[src/rtl/partition_sweep_pkg.sv]
// Shared types and width helpers for the partition sweep controller.
//   state_t  : sweep sequencer states
//   hd_w     : bits needed to hold a Hamming distance of NUM_OUT bits
//   hdsum_w  : Hamming-distance sum width over a full 2^NUM_IN sweep
//   abs_w    : absolute numeric error sum width over a full sweep
package partition_sweep_pkg;

    typedef enum logic [1:0] {
        IDLE = 2'd0,
        RUN  = 2'd1,
        DONE = 2'd2
    } state_t;

    function automatic int unsigned hd_w(input int unsigned num_out);
        return $clog2(num_out + 1);
    endfunction

    function automatic int unsigned hdsum_w(input int unsigned num_in, input int unsigned num_out);
        return num_in + hd_w(num_out);
    endfunction

    function automatic int unsigned abs_w(input int unsigned num_in, input int unsigned num_out);
        return num_in + num_out;
    endfunction

endpackage

[src/rtl/hd_popcount.sv]
// Combinational Hamming distance between exact and approximate outputs.
//   i_exact  : exact partition output
//   i_approx : approximate partition output
//   o_hd_c   : popcount(i_exact ^ i_approx)
module hd_popcount
    import partition_sweep_pkg::*;
#(
    parameter  int unsigned NUM_OUT = 4,
    localparam int unsigned HD_W    = hd_w(NUM_OUT)
) (
    input  logic [NUM_OUT-1:0] i_exact,
    input  logic [NUM_OUT-1:0] i_approx,
    output logic [HD_W-1:0]    o_hd_c
);

    logic [NUM_OUT-1:0] w_diff;

    // Count differing bit positions
    always_comb begin
        w_diff = i_exact ^ i_approx;
        o_hd_c = '0;
        for (int unsigned i = 0; i < NUM_OUT; i++) begin
            o_hd_c = o_hd_c + HD_W'(w_diff[i]);
        end
    end

endmodule

[src/rtl/partition_sweep_ctrl.sv]
// Exhaustive sweep of a combinational partition: drives every input pattern
// in ascending order to an exact and an approximate implementation, waits
// SETTLE cycles, then accumulates error metrics from both outputs.
//   clk, rst_n        : clock, async active-low reset
//   start, abort      : begin sweep (IDLE/DONE only), terminate running sweep
//   pi                : pattern driven to both partitions
//   po_exact/approx   : partition outputs
//   busy, done        : RUN indicator, level completion flag
//   err_count, hd_sum, max_hd, abs_err_sum, first_err_pat/valid : metrics
module partition_sweep_ctrl
    import partition_sweep_pkg::*;
#(
    parameter  int unsigned NUM_IN  = 7,
    parameter  int unsigned NUM_OUT = 4,
    parameter  int unsigned SETTLE  = 1,
    localparam int unsigned HD_W    = hd_w(NUM_OUT),
    localparam int unsigned HDSUM_W = hdsum_w(NUM_IN, NUM_OUT),
    localparam int unsigned ABS_W   = abs_w(NUM_IN, NUM_OUT),
    localparam int unsigned ERR_W   = NUM_IN + 1
) (
    input  logic               clk,
    input  logic               rst_n,
    input  logic               start,
    input  logic               abort,
    output logic [NUM_IN-1:0]  pi,
    input  logic [NUM_OUT-1:0] po_exact,
    input  logic [NUM_OUT-1:0] po_approx,
    output logic               busy,
    output logic               done,
    output logic [ERR_W-1:0]   err_count,
    output logic [HDSUM_W-1:0] hd_sum,
    output logic [HD_W-1:0]    max_hd,
    output logic [ABS_W-1:0]   abs_err_sum,
    output logic [NUM_IN-1:0]  first_err_pat,
    output logic               first_err_valid
);

    localparam int unsigned CNT_W = (SETTLE == 0) ? 1 : $clog2(SETTLE + 1);

    state_t               r_state, w_state_nxt;
    logic [NUM_IN-1:0]    r_pi, w_pi_nxt;
    logic [CNT_W-1:0]     r_cnt, w_cnt_nxt;
    logic [ERR_W-1:0]     r_err, w_err_nxt;
    logic [HDSUM_W-1:0]   r_hd_sum, w_hd_sum_nxt;
    logic [HD_W-1:0]      r_max_hd, w_max_hd_nxt;
    logic [ABS_W-1:0]     r_abs, w_abs_nxt;
    logic [NUM_IN-1:0]    r_first_pat, w_first_pat_nxt;
    logic                 r_first_valid, w_first_valid_nxt;
    logic                 r_busy, w_busy_nxt;
    logic                 r_done, w_done_nxt;

    logic [HD_W-1:0]      w_hd;
    logic                 w_mis;
    logic                 w_sample;
    logic [NUM_OUT:0]     w_diff;
    logic [NUM_OUT:0]     w_diff_neg;
    logic [NUM_OUT-1:0]   w_abs_diff;

    hd_popcount #(.NUM_OUT(NUM_OUT)) u_hd (
        .i_exact  (po_exact),
        .i_approx (po_approx),
        .o_hd_c   (w_hd)
    );

    // Signed difference one bit wider than the outputs, then magnitude
    always_comb begin
        w_mis      = (po_exact != po_approx);
        w_diff     = {1'b0, po_exact} - {1'b0, po_approx};
        w_diff_neg = -w_diff;
        w_abs_diff = w_diff[NUM_OUT] ? w_diff_neg[NUM_OUT-1:0] : w_diff[NUM_OUT-1:0];
    end

    // State and datapath register
    always_ff @(posedge clk or negedge rst_n) begin
        if (!rst_n) begin
            r_state       <= IDLE;
            r_pi          <= '0;
            r_cnt         <= '0;
            r_err         <= '0;
            r_hd_sum      <= '0;
            r_max_hd      <= '0;
            r_abs         <= '0;
            r_first_pat   <= '0;
            r_first_valid <= 1'b0;
            r_busy        <= 1'b0;
            r_done        <= 1'b0;
        end else begin
            r_state       <= w_state_nxt;
            r_pi          <= w_pi_nxt;
            r_cnt         <= w_cnt_nxt;
            r_err         <= w_err_nxt;
            r_hd_sum      <= w_hd_sum_nxt;
            r_max_hd      <= w_max_hd_nxt;
            r_abs         <= w_abs_nxt;
            r_first_pat   <= w_first_pat_nxt;
            r_first_valid <= w_first_valid_nxt;
            r_busy        <= w_busy_nxt;
            r_done        <= w_done_nxt;
        end
    end

    // Next-state and next-datapath logic
    always_comb begin
        w_state_nxt       = r_state;
        w_pi_nxt          = r_pi;
        w_cnt_nxt         = r_cnt;
        w_err_nxt         = r_err;
        w_hd_sum_nxt      = r_hd_sum;
        w_max_hd_nxt      = r_max_hd;
        w_abs_nxt         = r_abs;
        w_first_pat_nxt   = r_first_pat;
        w_first_valid_nxt = r_first_valid;
        w_busy_nxt        = r_busy;
        w_done_nxt        = r_done;
        w_sample          = 1'b0;

        case (r_state)
            IDLE, DONE: begin
                if (start) begin
                    w_state_nxt       = RUN;
                    w_pi_nxt          = '0;
                    w_cnt_nxt         = '0;
                    w_err_nxt         = '0;
                    w_hd_sum_nxt      = '0;
                    w_max_hd_nxt      = '0;
                    w_abs_nxt         = '0;
                    w_first_pat_nxt   = '0;
                    w_first_valid_nxt = 1'b0;
                    w_busy_nxt        = 1'b1;
                    w_done_nxt        = 1'b0;
                end
            end
            RUN: begin
                w_sample = (r_cnt == CNT_W'(SETTLE));
                // A sample coinciding with abort is still accumulated
                if (w_sample) begin
                    w_err_nxt    = r_err + ERR_W'(w_mis);
                    w_hd_sum_nxt = r_hd_sum + HDSUM_W'(w_hd);
                    w_abs_nxt    = r_abs + ABS_W'(w_abs_diff);
                    if (w_hd > r_max_hd) begin
                        w_max_hd_nxt = w_hd;
                    end
                    if (w_mis && !r_first_valid) begin
                        w_first_pat_nxt   = r_pi;
                        w_first_valid_nxt = 1'b1;
                    end
                end
                if (abort) begin
                    w_state_nxt = IDLE;
                    w_busy_nxt  = 1'b0;
                end else if (w_sample) begin
                    if (&r_pi) begin
                        w_state_nxt = DONE;
                        w_busy_nxt  = 1'b0;
                        w_done_nxt  = 1'b1;
                    end else begin
                        w_pi_nxt  = r_pi + NUM_IN'(1);
                        w_cnt_nxt = '0;
                    end
                end else begin
                    w_cnt_nxt = r_cnt + CNT_W'(1);
                end
            end
            default: begin
                w_state_nxt = IDLE;
            end
        endcase
    end

    assign pi              = r_pi;
    assign busy            = r_busy;
    assign done            = r_done;
    assign err_count       = r_err;
    assign hd_sum          = r_hd_sum;
    assign max_hd          = r_max_hd;
    assign abs_err_sum     = r_abs;
    assign first_err_pat   = r_first_pat;
    assign first_err_valid = r_first_valid;

endmodule

[config.mk]
export PLATFORM = sky130hd
export DESIGN_NAME = partition_sweep_ctrl
export DESIGN_NICKNAME = d
export VERILOG_FILES = /design/src/rtl/partition_sweep_pkg.sv /design/src/rtl/hd_popcount.sv /design/src/rtl/partition_sweep_ctrl.sv
export SDC_FILE = /design/constraint.sdc
export NUM_CORES = 1
export LEC_CHECK = 0
export ABC_AREA = 1
export ABC_CLOCK_PERIOD_IN_PS = 2300
export CORE_ASPECT_RATIO = 1.25
export CORE_MARGIN = 1
export CORE_UTILIZATION = 40
export DETAILED_ROUTE_END_ITERATION = 6
export GPL_TIMING_DRIVEN = 0
export SLEW_MARGIN = 20
export SYNTH_ARGS = -nofsm -noshare
export SYNTH_HDL_FRONTEND = slang
export SYNTH_SLANG_ARGS = --single-unit
[constraint.sdc]
create_clock -name clk -period 2.3 [get_ports clk]
set_clock_uncertainty 0.1 [all_clocks]
set_input_delay 0.69 -clock clk [delete_from_list [all_inputs] [get_ports clk]]
set_output_delay 0.69 -clock clk [all_outputs]
set_load 0.02 [all_outputs]
Yosys cells after proc, flatten, opt, wreduce, memory -nomap -nowiden

Cells that the tools add are included.

Register bits: 52
Output and inout port bits: 49

Add/sub/neg operators: 10
Magnitude comparators: 1
Equal/unequal tests: 12
Muxes and demuxes: 44
Bitwise gates (word level): 1
Reduce and logical (&&, ||, !) cells: 14

Operators by type and width:

| cell                                                          | count |
|---|---|
| 7-bit two-way mux                                             | 6 |
| 7-bit one-hot mux with 2 select lines                         | 2 |
| 11-bit two-way mux                                            | 2 |
| 11-bit one-hot mux with 2 select lines                        | 1 |
| 10-bit two-way mux                                            | 2 |
| 10-bit one-hot mux with 2 select lines                        | 1 |
| 8-bit two-way mux                                             | 2 |
| 8-bit one-hot mux with 2 select lines                         | 1 |
| 2-bit != test, second input constant                          | 7 |
| 1-bit two-way mux                                             | 13 |
| 4-bit AND reduction                                           | 3 |
| 11-bit by 4-bit adder with 11-bit output                      | 1 |
| 10-bit by 3-bit adder with 10-bit output                      | 1 |
| 5-bit AND reduction                                           | 2 |
| 3-bit two-way mux                                             | 3 |
| 3-bit AND reduction                                           | 3 |
| 8-bit by 1-bit adder with 8-bit output                        | 1 |
| 2-bit two-way mux                                             | 4 |
| 1-bit one-hot mux with 2 select lines                         | 4 |
| 7-bit by 1-bit adder with 7-bit output, second input constant | 1 |
| 7-bit AND reduction                                           | 1 |
| 3-bit by 1-bit adder with 3-bit output                        | 2 |
| 3-bit != test, second input constant                          | 2 |
| 3-bit one-hot mux with 2 select lines                         | 1 |
| 16 further kinds                                              | 16 |

Logic depth before layout (Yosys ltp)

Gate-level depths: netlist of the first run.

Word-level depth: 8
Mapped depth: 19
Gate-level depth less buffers: 19

Hierarchy

A second synthesis of the first run with hierarchy kept.

Cells, all modules: 437
Area, all modules: 3224.3 µm²

Modules (own cells, without submodules):

| module               | times used | cells each | area an instance (µm²) | seq. area each (µm²) |
|---|---|---|---|---|
| partition_sweep_ctrl | 1          | 412        | 3096.7                 | 1301.2 |
| hd_popcount          | 1          | 25         | 127.6                  | 0.0 |

Worst setup path before layout of the first run

No wires, ideal clock.

Kind: input -> register
From: input port po_exact[0]
To: register r_hd_sum[6], in the netlist hd_sum[6]
Setup time: 116 ps
Arrival time: 3011 ps
Data required time: 2084 ps
Setup slack: -927 ps
Stages: 17
Cell sequence: inv_1 > ha_1 > ha_1 > inv_1 > fa_1 > inv_1 > ha_1 > inv_1 > fa_1 > inv_1 > nand2_1 > nand2_1 > nand2_2 > nor2_2 > nand3_1 > nand2_1 > nor2_1

Longest elaborated chain between the ends: 7

Ends and longest elaborated chain:

| what                                                 | line                        | text |
|---|---|---|
| from (decl)                                          | partition_sweep_ctrl.sv:26  | `input logic [NUM_OUT-1:0] po_exact,` |
| 4-bit XOR                                            | hd_popcount.sv:20           | `w_diff = i_exact ^ i_approx;` |
| 1-bit by 1-bit adder with 2-bit output               | hd_popcount.sv:23           | `o_hd_c = o_hd_c + HD_W'(w_diff[i]);` |
| 3-bit by 1-bit adder with 3-bit output (2 in series) | hd_popcount.sv:23           |  |
| 10-bit by 3-bit adder with 10-bit output             | partition_sweep_ctrl.sv:138 | `w_hd_sum_nxt = r_hd_sum + HDSUM_W'(w_hd);` |
| 10-bit two-way mux                                   | partition_sweep_ctrl.sv:136 | `if (w_sample) begin` |
| 10-bit one-hot mux with 2 select lines               | partition_sweep_ctrl.sv:117 | `case (r_state)` |
| to (signal assigned)                                 | partition_sweep_ctrl.sv:92  | `r_hd_sum <= w_hd_sum_nxt;` |
| to (decl)                                            | partition_sweep_ctrl.sv:44  | `logic [HDSUM_W-1:0] r_hd_sum, w_hd_sum_nxt;` |

No other way between the ends. The select of a mux whose other input is x is not followed.
A chain may end at the register's enable or synchronous reset.

Worst setup path in the final report of the first run

Same ends and word-level chain as after synthesis.

==> results of run 1 <==
critical path, cell delays in order:
cell and delay, ps:
buf_8 90, inv_12 30, ha_4 230, ha_4 230, inv_2 50, fa_2 440
inv_2 90, ha_4 140, inv_2 30, fa_2 320, inv_2 80, nand2_2 60
nand2_2 80, nand2_4 70, nor2_4 100, nand2_1 60, nand2_1 50, nand2_1 40
nor2_1 70
cell families after synthesis:
| family | Yosys count |
|---|---|
| AOI/OAI and AO/OA | 56 |
| xor gates and xnor gates | 4 |
| adders and majority gates | 25 |
| buffers and inverters | 62 |
| DFF | 52 |
| and+or+nand+nor | 209 |
repair_timing:
item | CTS | global route
endpoints found under the setup margin | 39 | 23
buffers inserted | 13 | 4
resized for setup | 63 | 30
pin swaps | 43 | 35
power groups by stage:
stage | Combinational [mW] | Clock [mW] | Sequential [mW]
after floorplan | 1.29 | 0 | 1.50
after global placement | 2.18 | 0 | 1.33
after detailed placement | 2.22 | 0 | 1.34
after CTS | 2.40 | 0.710 | 1.32
after global routing | 2.86 | 0.746 | 1.35
final | 2.61 | 0.690 | 1.32
registers in the layout, summed over array words and instances (netlist names):
signal / flops
busy: 1
abs_err_sum: 11
err_count: 8
hd_sum: 10
r_state: 2
pi: 7
max_hd: 3
first_err_pat: 7
done: 1
first_err_valid: 1
r_cnt: 1
final timing paths:
kind | from | endpoint | cells after the start
setup / recovery | po_exact[0] | hd_sum[6]$_DFFE_PN0P_ | 19
hold / removal | rst_n | abs_err_sum[3]$_DFFE_PN0P_ | 1
setup reg to reg | abs_err_sum[0]$_DFFE_PN0P_ | abs_err_sum[4]$_DFFE_PN0P_ | 7
hold reg to reg | busy$_DFFE_PN0P_ | busy$_DFFE_PN0P_ | 2
max in group asynchronous | rst_n | err_count[5]$_DFFE_PN0P_ | 1
min in group clk | busy$_DFFE_PN0P_ | busy$_DFFE_PN0P_ | 2
layout make-up:
type	count	area share
Buffer	7	0.01088
Clock buffer	7	0.02095
Clock inverter	1	0.006531
Inverter	55	0.05116
Multi-Input combinational cell	294	0.4405
Sequential cell	52	0.2830
Tap cell	95	0.02585
Timing Repair Buffer	77	0.1611
cell usage in the layout (no fill, tap or decap), drive strengths merged, types with 2 or more instances in the layout:
| cell type | count |
|---|---|
| nand2 | 111 |
| inv | 54 |
| dfrtp | 52 |
| clkdlybuf4s50 | 51 |
| nor2 | 44 |
| nand3 | 37 |
| o21ai | 33 |
| buf | 29 |
| ha | 21 |
| a21oi | 13 |
| nor3 | 9 |
| clkbuf | 7 |
| xor2 | 4 |
| nand4 | 4 |
| a22o | 4 |
| fa | 4 |
| dlygate4sd2 | 4 |
| nand3b | 3 |
| o21bai | 3 |
| o22ai | 2 |
per-layer routing:
layer / vias up / GRT usage / share of wire
li1: 1482 / - / -
met1: 1413 / 0.2367 / 0.40
met2: 47 / 0.3859 / 0.54
met3: 12 / 0.03750 / 0.039
met5: - / 0 / 0
met4: 0 / 0.07152 / 0.018
==> out/summary.txt, run 1 <==
Ys Warns: 0
share of the synthesized area in the top cell type: 0.4048
IO Count: 61
die height: 102.2 microns
Post-CTS Hold Buffers: 0
Die Width: 82.18 microns
adder-cell share of the synthesized area: 0.1067
post-synthesis instance area: 3214 sq um
Final Cycle Share: 1.230
maximum fanout along the worst path: 3
setup violators final: 22
Initial Util: 0.4125
Slew @ Worst Pin: 674.1 ps
Total Power Consumption: 4.617 mW
drt initial violations: 99
Distinct cells, synth: 30
post-placement setup slack: -1520 ps
simple-gate share of the synthesized area: 0.2912
CTS Sinks: 52
relative max-transition margin: 0.5506
Switching Power: 2.025 mW
ANT cells: 0
Reg area: 1301 sq um
vias in the first global route: 3,004
TNS Setup: -8670 ps
crit path time final: 2830 ps
root buf cell: clkbuf_8
Hold WC Path Type: input pin to async pin
global-route wire length before repair: 13,390 microns
Synthesized Nets: 445
CP Launch Type: input pin
die area: 8401 sq um
Placed Area: 4095 sq um
Logic pwr share: 0.565
Pwr per Cell Area: 1004 nW/um^2
area of the multi-input gates: 2026 sq um
Reg clk slew, reported paths: 90 ps
layout cells sized above 1: 0.2799
WP data required: 2440 ps
final-stage net count: 529
Core Region: 7792 sq um
TritonCTS clock tree: done
PortBufs: 60
total number of vias: 2,954
Final Max Tran Viols: 0
most common library cells after synthesis: 102 x nand2_1, 52 x dfrtp_1, 51 x inv_1, 39 x nor2_1, 35 x nand3_1
RSZ-0062 raised after global routing: true
hpwl dp: 5875 microns
Clock Tree Buf Depth: 2
Worst IR Drop VDD: 0.6927 mV
# fillers: 706
FF+latch count, synth: 52
Area Growth Syn to Fin: 43.05%
mux cell area share after synthesis: 0
DR pass1 iterations: 4
synthesized instance count: 408
Achievable Freq: 0.3534 GHz
Hold WS: 308.5 ps
gr usage total: 0.2090
CP Class: input pin to register
DRC: 0
Pint: 2.592 mW
H-tree depth: 2
largest net degree at the start of global routing: 53
CP Capture Type: register
total gr overflow: 0
worst skew pair latency: 310 ps
site row count: 36
antenna violations before repair: 0
sequential share of power: 0.286
wire per inst: 14.00 microns
switching share of total power: 0.4385
asr flop ratio synth: 1.000
post-route design area: 4598 sq um
compound-gate portion of the synthesized area: 0.1055
Synth area leaders: dfrtp_1 40%, nand2_1 12%, ha_1 8.2%
critical path arrival: 2970 ps
Layout Cells excl Fill: 588
Num CTS Buffers: 5
largest family of logic cells by synthesized area: simple AND/OR/NAND/NOR gates
violated checks: negative setup slack
Post-Route Utilization: 0.5901
leak pwr: 2.046 nW
sequential area share after synthesis: 0.4048
R2R Setup Slk: 530 ps
ys flop type: dfrtp_1
status: finished with violations
Hold Vio Cnt, Final: 0
EDFF count, synth: 0
DP Cell Count: 563
average cell area after synthesis: 7.878 sq um
Clk pwr share: 0.149
GPL Wtd Cong: 0.7853
Final WS setup: -529.9 ps
top cell type by total area after synthesis: dfrtp_1
xor/xnor cell area share of the yosys netlist: 0.01090
antenna-violating nets left: 0
most numerous cell in the Yosys netlist: nand2_1
vias per cell: 5.024
Post-Route WL: 8230 microns
Max-Cap Viols: 0
Note: power is estimated with default switching activity, not from simulation.
==> run 2: changes to the inputs <==
- SETUP_SLACK_MARGIN: not set -> 0.4
==> run 2 against run 1 <==
  * Design area is 1.4% higher
  * Hold slack worse by 17 ps
  * The flow still finishes with violations (negative setup slack)
  * Non-clock buffer count is 7 higher
  * Critical path depth is 1 higher
  * Sequential share of layout area is 0.27 points lower
  * Register-to-register slack hardly changed
  * Sequential power hardly changed
  * Highest routed layer unchanged
==> out/summary.txt, run 2 (synthesized netlist as in run 1, its figures left out) <==
status: finished with violations
violated checks: negative setup slack
GPL Wtd Cong: 0.8051 (+2.5%)
vias per cell: 5.067 (+0.86%)
gr usage total: 0.2147 (+0.005739)
critical path depth: 20 (+1)
total gr overflow: 0 (unchanged)
IO Count: 61 (unchanged)
die height: 102.2 microns (unchanged)
CP Capture Type: register
DR pass1 iterations: 4 (unchanged)
Worst IR Drop VDD: 0.5345 mV (-23%)
Total Power Consumption: 4.584 mW (-0.71%)
Hold Vio Cnt, Final: 0 (unchanged)
max reg flops: 11 (unchanged)
Core Region: 7792 sq um (unchanged)
Slew @ Worst Pin: 705.1 ps (+30.97 ps)
CP Launch Type: input pin
ANT cells: 0 (unchanged)
delay-heaviest family, CP: simple AND/OR/NAND/NOR gates
post-placement setup slack: -1531 ps (-11.37 ps)
CP Class: input pin to register
leak pwr: 2.263 nW (+11%)
Post-Route Utilization: 0.5986 (+0.008510)
maximum fanout along the worst path: 5 (+2)
Placed Area: 4163 sq um (+1.6%)
layout cells sized above 1: 0.3440 (+0.06408)
Initial Util: 0.4125 (unchanged)
Reg clk slew, reported paths: 90 ps (about the same)
DRC: 0 (unchanged)
largest net degree at the start of global routing: 53 (unchanged)
worst skew pair latency: 310 ps (about the same)
Hold WS: 291.0 ps (-17.44 ps)
DP Cell Count: 563 (unchanged)
CTS Sinks: 52 (unchanged)
Post-CTS Hold Buffers: 0 (unchanged)
Pwr per Cell Area: 982.8 nW/um^2 (-2.1%)
Final Cycle Share: 1.259 (+0.02818)
Max-Cap Viols: 0 (unchanged)
vias in the first global route: 3,005 (+0.033%)
H-tree depth: 2 (unchanged)
drt initial violations: 68 (-31%)
RSZ-0062 raised after global routing: true
Area Growth Syn to Fin: 45.11%
die area: 8401 sq um (unchanged)
TritonCTS clock tree: done
wire per inst: 14.35 microns (+2.5%)
WP data required: 2450 ps (about the same)
Final WS setup: -594.7 ps (-64.80 ps)
global-route wire length before repair: 13,580 microns (+1.4%)
total number of vias: 3,015 (+2.1%)
Post-Route WL: 8540 microns (+3.8%)
critical path, cell by cell: buf_8, inv_12, ha_4, inv_2, fa_2, inv_4, nand2_2, nor2_2, nor2_1, nand3b_1, nand2_2, ha_4, nand2_4, nor2_4, nand2_2, nand3_4, nand2_4, nand2_1, nand2_1, nor2_1
Buf+Inv Stages, Crit Path: 4 (-2)
commonest cells after routing, fill and taps aside: 85 x nand2_1, 47 x dfrtp_1, 39 x inv_1, 31 x dlygate4sd2_1, 30 x nor2_1
Clock Tree Buf Depth: 2 (unchanged)
post-route design area: 4664 sq um (+1.4%)
Achievable Freq: 0.3455 GHz (-2.2%)
FF-to-FF path depth: 8 (+1)
Worst path max stage delay: 540 ps (+100 ps)
Die Width: 82.18 microns (unchanged)
hpwl dp: 5965 microns (+1.5%)
Layout Cells excl Fill: 595 (+1.2%)
relative max-transition margin: 0.5300 (-0.02065)
PortBufs: 60 (unchanged)
commonest non-fill, non-tap cell in the layout: nand2_1
CP max stage cell: fa_2
antenna-violating nets left: 0 (unchanged)
antenna violations before repair: 0 (unchanged)
final-stage net count: 536 (+1.3%)
TNS Setup: -9541 ps (-871.9 ps)
Hold WC Path Type: input pin to async pin
CP most frequent cell: nand2_2
Num CTS Buffers: 5 (unchanged)
root buf cell: clkbuf_8
setup violators final: 22 (unchanged)
crit path time final: 2895 ps (+64.80 ps)
Final Max Tran Viols: 0 (unchanged)
site row count: 36 (unchanged)
critical path arrival: 3040 ps (+70 ps)
run 2: cell count changes in the layout (fill, tap and decap cells not counted), sizes merged:
cell           before  now
buf                29   38
clkdlybuf4s50      51    1
clkdlybuf4s15       0   11
dlygate4sd2         4   31
clkbuf              7   16
clkinv              1    2
run 2: per-layer routing:
layer / vias to the layer above / track usage / part of all wire
met5: - / 0 / 0
met4: 0 / 0.09177 / 0.030
met3: 20 / 0.03929 / 0.042
met2: 70 / 0.3916 / 0.52
met1: 1428 / 0.2394 / 0.41
li1: 1497 / - / -
run 2: timing repair:
item | CTS | global route
resized for setup | 134 | 68
setup endpoints to repair | 98 | 62
pin swaps | 34 | 35
setup buffers | 18 | 6
run 2: final cells by class:
class | count | area (sq um)
Fill cell | 721 | 3128
Multi-Input combinational cell | 294 | 2108
Sequential cell | 52 | 1308
Timing Repair Buffer | 84 | 729.5
Inverter | 55 | 240.2
Tap cell | 95 | 118.9
Clock buffer | 6 | 72.57
Buffer | 7 | 52.55
Clock inverter | 2 | 35.03
run 2: path summary, 6_finish.rpt:
check | endpoint | from | slack (ps)
max | abs_err_sum[7]$_DFFE_PN0P_ | po_exact[0] | -590
min | abs_err_sum[8]$_DFFE_PN0P_ | rst_n | 290
max reg2reg | abs_err_sum[6]$_DFFE_PN0P_ | abs_err_sum[0]$_DFFE_PN0P_ | 530
min reg2reg | first_err_pat[2]$_DFFE_PN0P_ | first_err_pat[2]$_DFFE_PN0P_ | 380
max in group asynchronous | err_count[2]$_DFFE_PN0P_ | rst_n | 1260
min in group clk | first_err_pat[2]$_DFFE_PN0P_ | first_err_pat[2]$_DFFE_PN0P_ | 380
run 2: power breakdown:
| part | internal (mW) | leakage (nW) | switching, mW |
|---|---|---|---|
| clock | 0.324 | 0.0552 | 0.313 |
| combinational | 1.07 | 1.51 | 1.54 |
| sequential | 1.11 | 0.696 | 0.227 |
| total | 2.50 | 2.26 | 2.08 |
==> patch 1 (settings of run 1) <==
`NUM_OUT` is set to 4 in 2 places; all go to 8.
--- a/src/rtl/hd_popcount.sv
+++ b/src/rtl/hd_popcount.sv
@@ -5,7 +5,7 @@
 module hd_popcount
     import partition_sweep_pkg::*;
 #(
-    parameter  int unsigned NUM_OUT = 4,
+    parameter  int unsigned NUM_OUT = 8,
     localparam int unsigned HD_W    = hd_w(NUM_OUT)
 ) (
     input  logic [NUM_OUT-1:0] i_exact,
--- a/src/rtl/partition_sweep_ctrl.sv
+++ b/src/rtl/partition_sweep_ctrl.sv
@@ -11,7 +11,7 @@
     import partition_sweep_pkg::*;
 #(
     parameter  int unsigned NUM_IN  = 7,
-    parameter  int unsigned NUM_OUT = 4,
+    parameter  int unsigned NUM_OUT = 8,
     parameter  int unsigned SETTLE  = 1,
     localparam int unsigned HD_W    = hd_w(NUM_OUT),
     localparam int unsigned HDSUM_W = hdsum_w(NUM_IN, NUM_OUT),
Ports: changed (5 resized); port bits go from 61 to 75. No check against the original RTL was run, so the function may have changed too.
==> patch 1 against run 1 <==
The run still ends with setup timing left. Critical path depth decreased by 2. Sequential cell count is 6 higher. Routed wire length is 47% higher. Worst setup slack got worse by 1.4 ns. Sequential power rose by 18%. Combinational power rose by 72%. Non-clock buffer count rose by 39. Area after synthesis increased by 25%. Global-route usage up 2.3 points. Power grew 60%. Cell area grew 43%. Largest power group unchanged.
==> patch 1: results (changes against run 1) <==
Status
  • Run status: complete, but fails checks (unchanged)
  • Violated checks: setup timing (unchanged)

Synthesis
  • Net count after synthesis: 591 (was 445)
  • Portion of synthesized cell area occupied by the leading cell type: 35.98% (was 40.48%)
  • Count of cell types in the netlist: 36 (was 30)
  • Cell count after synthesis: 531 (was 408)

CTS
  • Clock root buffer master: clkbuf_16 (was clkbuf_8)
  • Clock-pin slew reported for the worst setup and hold paths after clock tree synthesis: 0.05 ns (was 0.09 ns)
  • CTS H-Tree Depth: 3 (was 2)

STA
  • Final setup viols: 40 (was 22)
  • Final Worst Setup Slack: -1.918 ns (was -0.5299 ns)
  • Accumulated negative setup slack: -37.44 ns (was -8.670 ns)
  • Transition time at the pin with the least slew margin: 0.6608 ns (was 0.6741 ns)

Worst setup path
  • Crit path DAT: 4.36 ns (was 2.97 ns)
  • Maximum fanout along the worst path: 8 (was 3)

Layout
  • Ratio of cells with drive above 1 in the final layout: 38.16% (was 27.99%)
  • Filler cell count: 757 (was 706)
  • Number of nets at the end of the flow: 718 (was 529)
  • Number of flip-flops under the largest register name: 15 (was 11)

Place
  • Setup WS pre-CTS: -2.815 ns (was -1.520 ns)
  • Routability congestion estimate from global placement: 0.8404 (was 0.7853)
  • Half-perimeter wire length after detailed placement: 8070 um (was 5875 um)
  • Placed Cells incl. Taps: 732 (was 563)
  • Area of placed instances: 5157 um^2 (was 4095 um^2)

Route
  • Routed wire length: 12,110 um (was 8230 um)
  • Initial drt markers: 114 (was 99)
  • Total number of vias: 4,079 (was 2,954)

Global routing
  • Largest net degree at the start of global routing: 45 (was 53)
  • Number of global-route vias before repair: 4,020 (was 3,004)
  • Wire length of the first global-routing pass: 18,980 um (was 13,390 um)

Power
  • Total leakage power: 2.978 nW (was 2.046 nW)
  • Peak supply drop: 589.9 uV (was 692.7 uV)
  • Net load switching power: 3.280 mW (was 2.025 mW)
==> patch 1: kinds of logic (layout without fill, tap and decap cells) <==
family	count (synthesis)	in the layout	synth area share, %
AO/OA/AOI/OAI	93	93	12.62
XOR/XNOR	12	12	2.605
adder cells (fa/ha/maj)	40	40	13.71
buffers and inverters	89	221	8.653
flip-flops	58	58	35.98
AND/OR/NAND/NOR	239	239	26.43
==> patch 1: cell type report <==
| cell class | instances | area [um^2] | share of cell area [%] |
|---|---|---|---|
| plain buffers | 7 | 41.29 | 0.6269 |
| well taps | 126 | 157.7 | 2.394 |
| multi-input cells | 384 | 3178 | 48.25 |
| repair buffers | 116 | 1111 | 16.87 |
| inverters | 82 | 340.3 | 5.167 |
| clock buffers | 11 | 252.7 | 3.837 |
| flip-flops and latches | 58 | 1453 | 22.06 |
| clock inverters | 5 | 52.55 | 0.7979 |
==> patch 1: power by group through the flow <==
stage / registers (mW) / clock network (mW) / logic, mW
after floorplan: 1.71 / 0 / 1.98
after global placement: 1.52 / 0 / 3.14
after detailed placement: 1.53 / 0 / 3.20
after CTS: 1.54 / 1.38 / 4.00
after global routing: 1.59 / 1.43 / 4.86
final: 1.56 / 1.36 / 4.48
==> patch 1: timing repair <==
item / 4_1_cts / 5_1_grt
endpoints found under the setup margin: 45 / 43
setup buffers: 25 / 18
gates resized for setup: 202 / 78
pin swaps: 53 / 67
==> patch 1: layer usage <==
metal / vias up / global-route usage [%] / wire length (um)
met4: 0 / 10.00 / 340
li1: 1999 / - / -
met2: 89 / 42.11 / 6490
met5: - / 0 / 0
met3: 27 / 4.050 / 369
met1: 1964 / 26.66 / 4910
==> patch 1: worst paths after layout <==
check,slack (ns),cells past startpoint,from,endpoint
max,-1.92,17,po_exact[0],max_hd[1]$_DFFE_PN0P_
max in group asynchronous,1.49,2,rst_n,abs_err_sum[4]$_DFFE_PN0P_
min in group clk,0.39,2,first_err_pat[4]$_DFFE_PN0P_,first_err_pat[4]$_DFFE_PN0P_
min reg2reg,0.39,2,first_err_pat[4]$_DFFE_PN0P_,first_err_pat[4]$_DFFE_PN0P_
max reg2reg,0.28,10,abs_err_sum[0]$_DFFE_PN0P_,abs_err_sum[12]$_DFFE_PN0P_
min,0.13,1,rst_n,hd_sum[8]$_DFFE_PN0P_
==> patch 2 (config.mk and constraints of run 1) <==
Without the edit above. Encoding of `state_t`: now one-hot (3 bits for 3 states).
--- a/src/rtl/partition_sweep_pkg.sv
+++ b/src/rtl/partition_sweep_pkg.sv
@@ -5,10 +5,10 @@
 //   abs_w    : absolute numeric error sum width over a full sweep
 package partition_sweep_pkg;
 
-    typedef enum logic [1:0] {
-        IDLE = 2'd0,
-        RUN  = 2'd1,
-        DONE = 2'd2
+    typedef enum logic [2:0] {
+        IDLE = 3'b001,
+        RUN  = 3'b010,
+        DONE = 3'b100
     } state_t;
 
     function automatic int unsigned hd_w(input int unsigned num_out);
Formal check against the unedited RTL: no difference found for any inputs over 10 cycles, from zero or initial values and one cycle with rst_n low; not proved beyond that.
==> patch 2 against run 1 <==
The run ends with DRC, setup timing left. First-iteration DRC count increased by 29%. Global-route usage decreased by 0.062 points. Clock power increased by 13%. Power increased by 1.8%. Sequential cell count increased by 1. Cell count increased by 5.6%. Area after synthesis increased by 5.3%. Sequential share of layout area decreased by 0.70 points. Routed wire length increased by 7.2%. Highest routed layer unchanged. Cell area increased by 4.7%. Critical endpoint is now hd_sum[8]$_DFFE_PN0P_. Worst setup slack improved by 0.039 ns. Utilization decreased by 0.58 points.
==> patch 2: results (changes against run 1) <==
Status
  • Run status: complete, but fails checks (unchanged)
  • Violated checks: DRC, setup timing (was setup timing)

Layout
  • Signal buffers share of area: 15.54% (was 17.20%)
  • Proportion of cell area occupied by registers: 27.60% (was 28.30%)
  • Seq_cells: 53 (was 52)
  • Multi-input combinational gate total: 326 (was 294)
  • Number of ordinary and repair buffers in the finished layout: 78 (was 84)
  • Area of the multi-input gates: 2232 um^2 (was 2026 um^2)

Worst setup path
  • Reg2reg end: abs_err_sum[8]$_DFFE_PN0P_ (was abs_err_sum[4]$_DFFE_PN0P_)
  • Maximum fanout along the worst path: 4 (was 3)
  • Crit path DAT: 2.94 ns (was 2.97 ns)

Place
  • Half-perimeter wire length after detailed placement: 6194 um (was 5875 um)
  • Placed Cells incl. Taps: 604 (was 563)
  • Routability congestion estimate from global placement: 0.8462 (was 0.7853)

Synthesis
  • Adder-Cell Fraction of Synth Area: 10.13% (was 10.67%)
  • Count of cell types in the netlist: 35 (was 30)
  • Mean cell area of the mapped netlist: 7.591 um^2 (was 7.878 um^2)
  • Net count after synthesis: 483 (was 445)
  • Most instantiated cells after synthesis: nand2_1, inv_1, dfrtp_1 (was nand2_1, dfrtp_1, inv_1)

STA
  • Worst hold slack across all endpoints: 0.2387 ns (was 0.3085 ns)
  • Final Worst Setup Slack: -0.4913 ns (was -0.5299 ns)
  • Accumulated negative setup slack: -7.857 ns (was -8.670 ns)
  • Transition time at the pin with the least slew margin: 0.3794 ns (was 0.6741 ns)
  • Final setup viols: 22 (unchanged)

CTS
  • Post-CTS setup repair buffer count: 8 (was 13)
  • Clock-pin slew reported for the worst setup and hold paths after clock tree synthesis: 0.11 ns (was 0.09 ns)

Power
  • Fraction of power spent switching nets: 45.54% (was 43.85%)
  • Flop pwr share: 26.5% (was 28.6%)
  • Peak supply drop: 988.1 uV (was 692.7 uV)

Route
  • Met3 wire length: 301 um (was 322 um)
  • Length of routed wiring on met1: 3670 um (was 3322 um)
  • Total number of vias: 3,221 (was 2,954)
  • Routed wire length: 8821 um (was 8230 um)
  • DR DRC count: 4 (was 0)

Floorplanning
  • Die area: 8839 um^2 (was 8401 um^2)

Global routing
  • Met3 routing resource usage after global routing: 3.002% (was 3.750%)
  • Wire length of the first global-routing pass: 14,710 um (was 13,390 um)
  • GR Layer Usage met2: 39.17% (was 38.59%)
  • Aggregate global-route resource usage: 20.84% (was 20.90%)
[patch 2: changes by cell type in the layout (fill, tap and decap cells not counted), sizes merged, moves of 4 or more]
cell	before	now
nor3	9	1
buf	29	23
nor2	44	32
nand3	37	50
nand4	4	14
a22o	4	0
nand2	111	135
inv	54	60
xnor2	0	4
[patch 2: worst max path at each step]
| stage | startpoint | to | slack (ns) | cells past startpoint |
|---|---|---|---|---|
| 2_1_floorplan | po_approx[1] | hd_sum[8]$_DFFE_PN0P_ | -0.66 | 16 |
| 3_3_place_gp | po_exact[0] | hd_sum[8]$_DFFE_PN0P_ | -1.46 | 17 |
| 3_5_place_dp | po_approx[1] | hd_sum[8]$_DFFE_PN0P_ | -1.47 | 17 |
| 4_1_cts | po_exact[0] | hd_sum[8]$_DFFE_PN0P_ | -0.49 | 17 |
| 5_1_grt | po_exact[0] | hd_sum[8]$_DFFE_PN0P_ | -0.58 | 17 |
| 6_report | po_exact[0] | hd_sum[8]$_DFFE_PN0P_ | -0.49 | 17 |
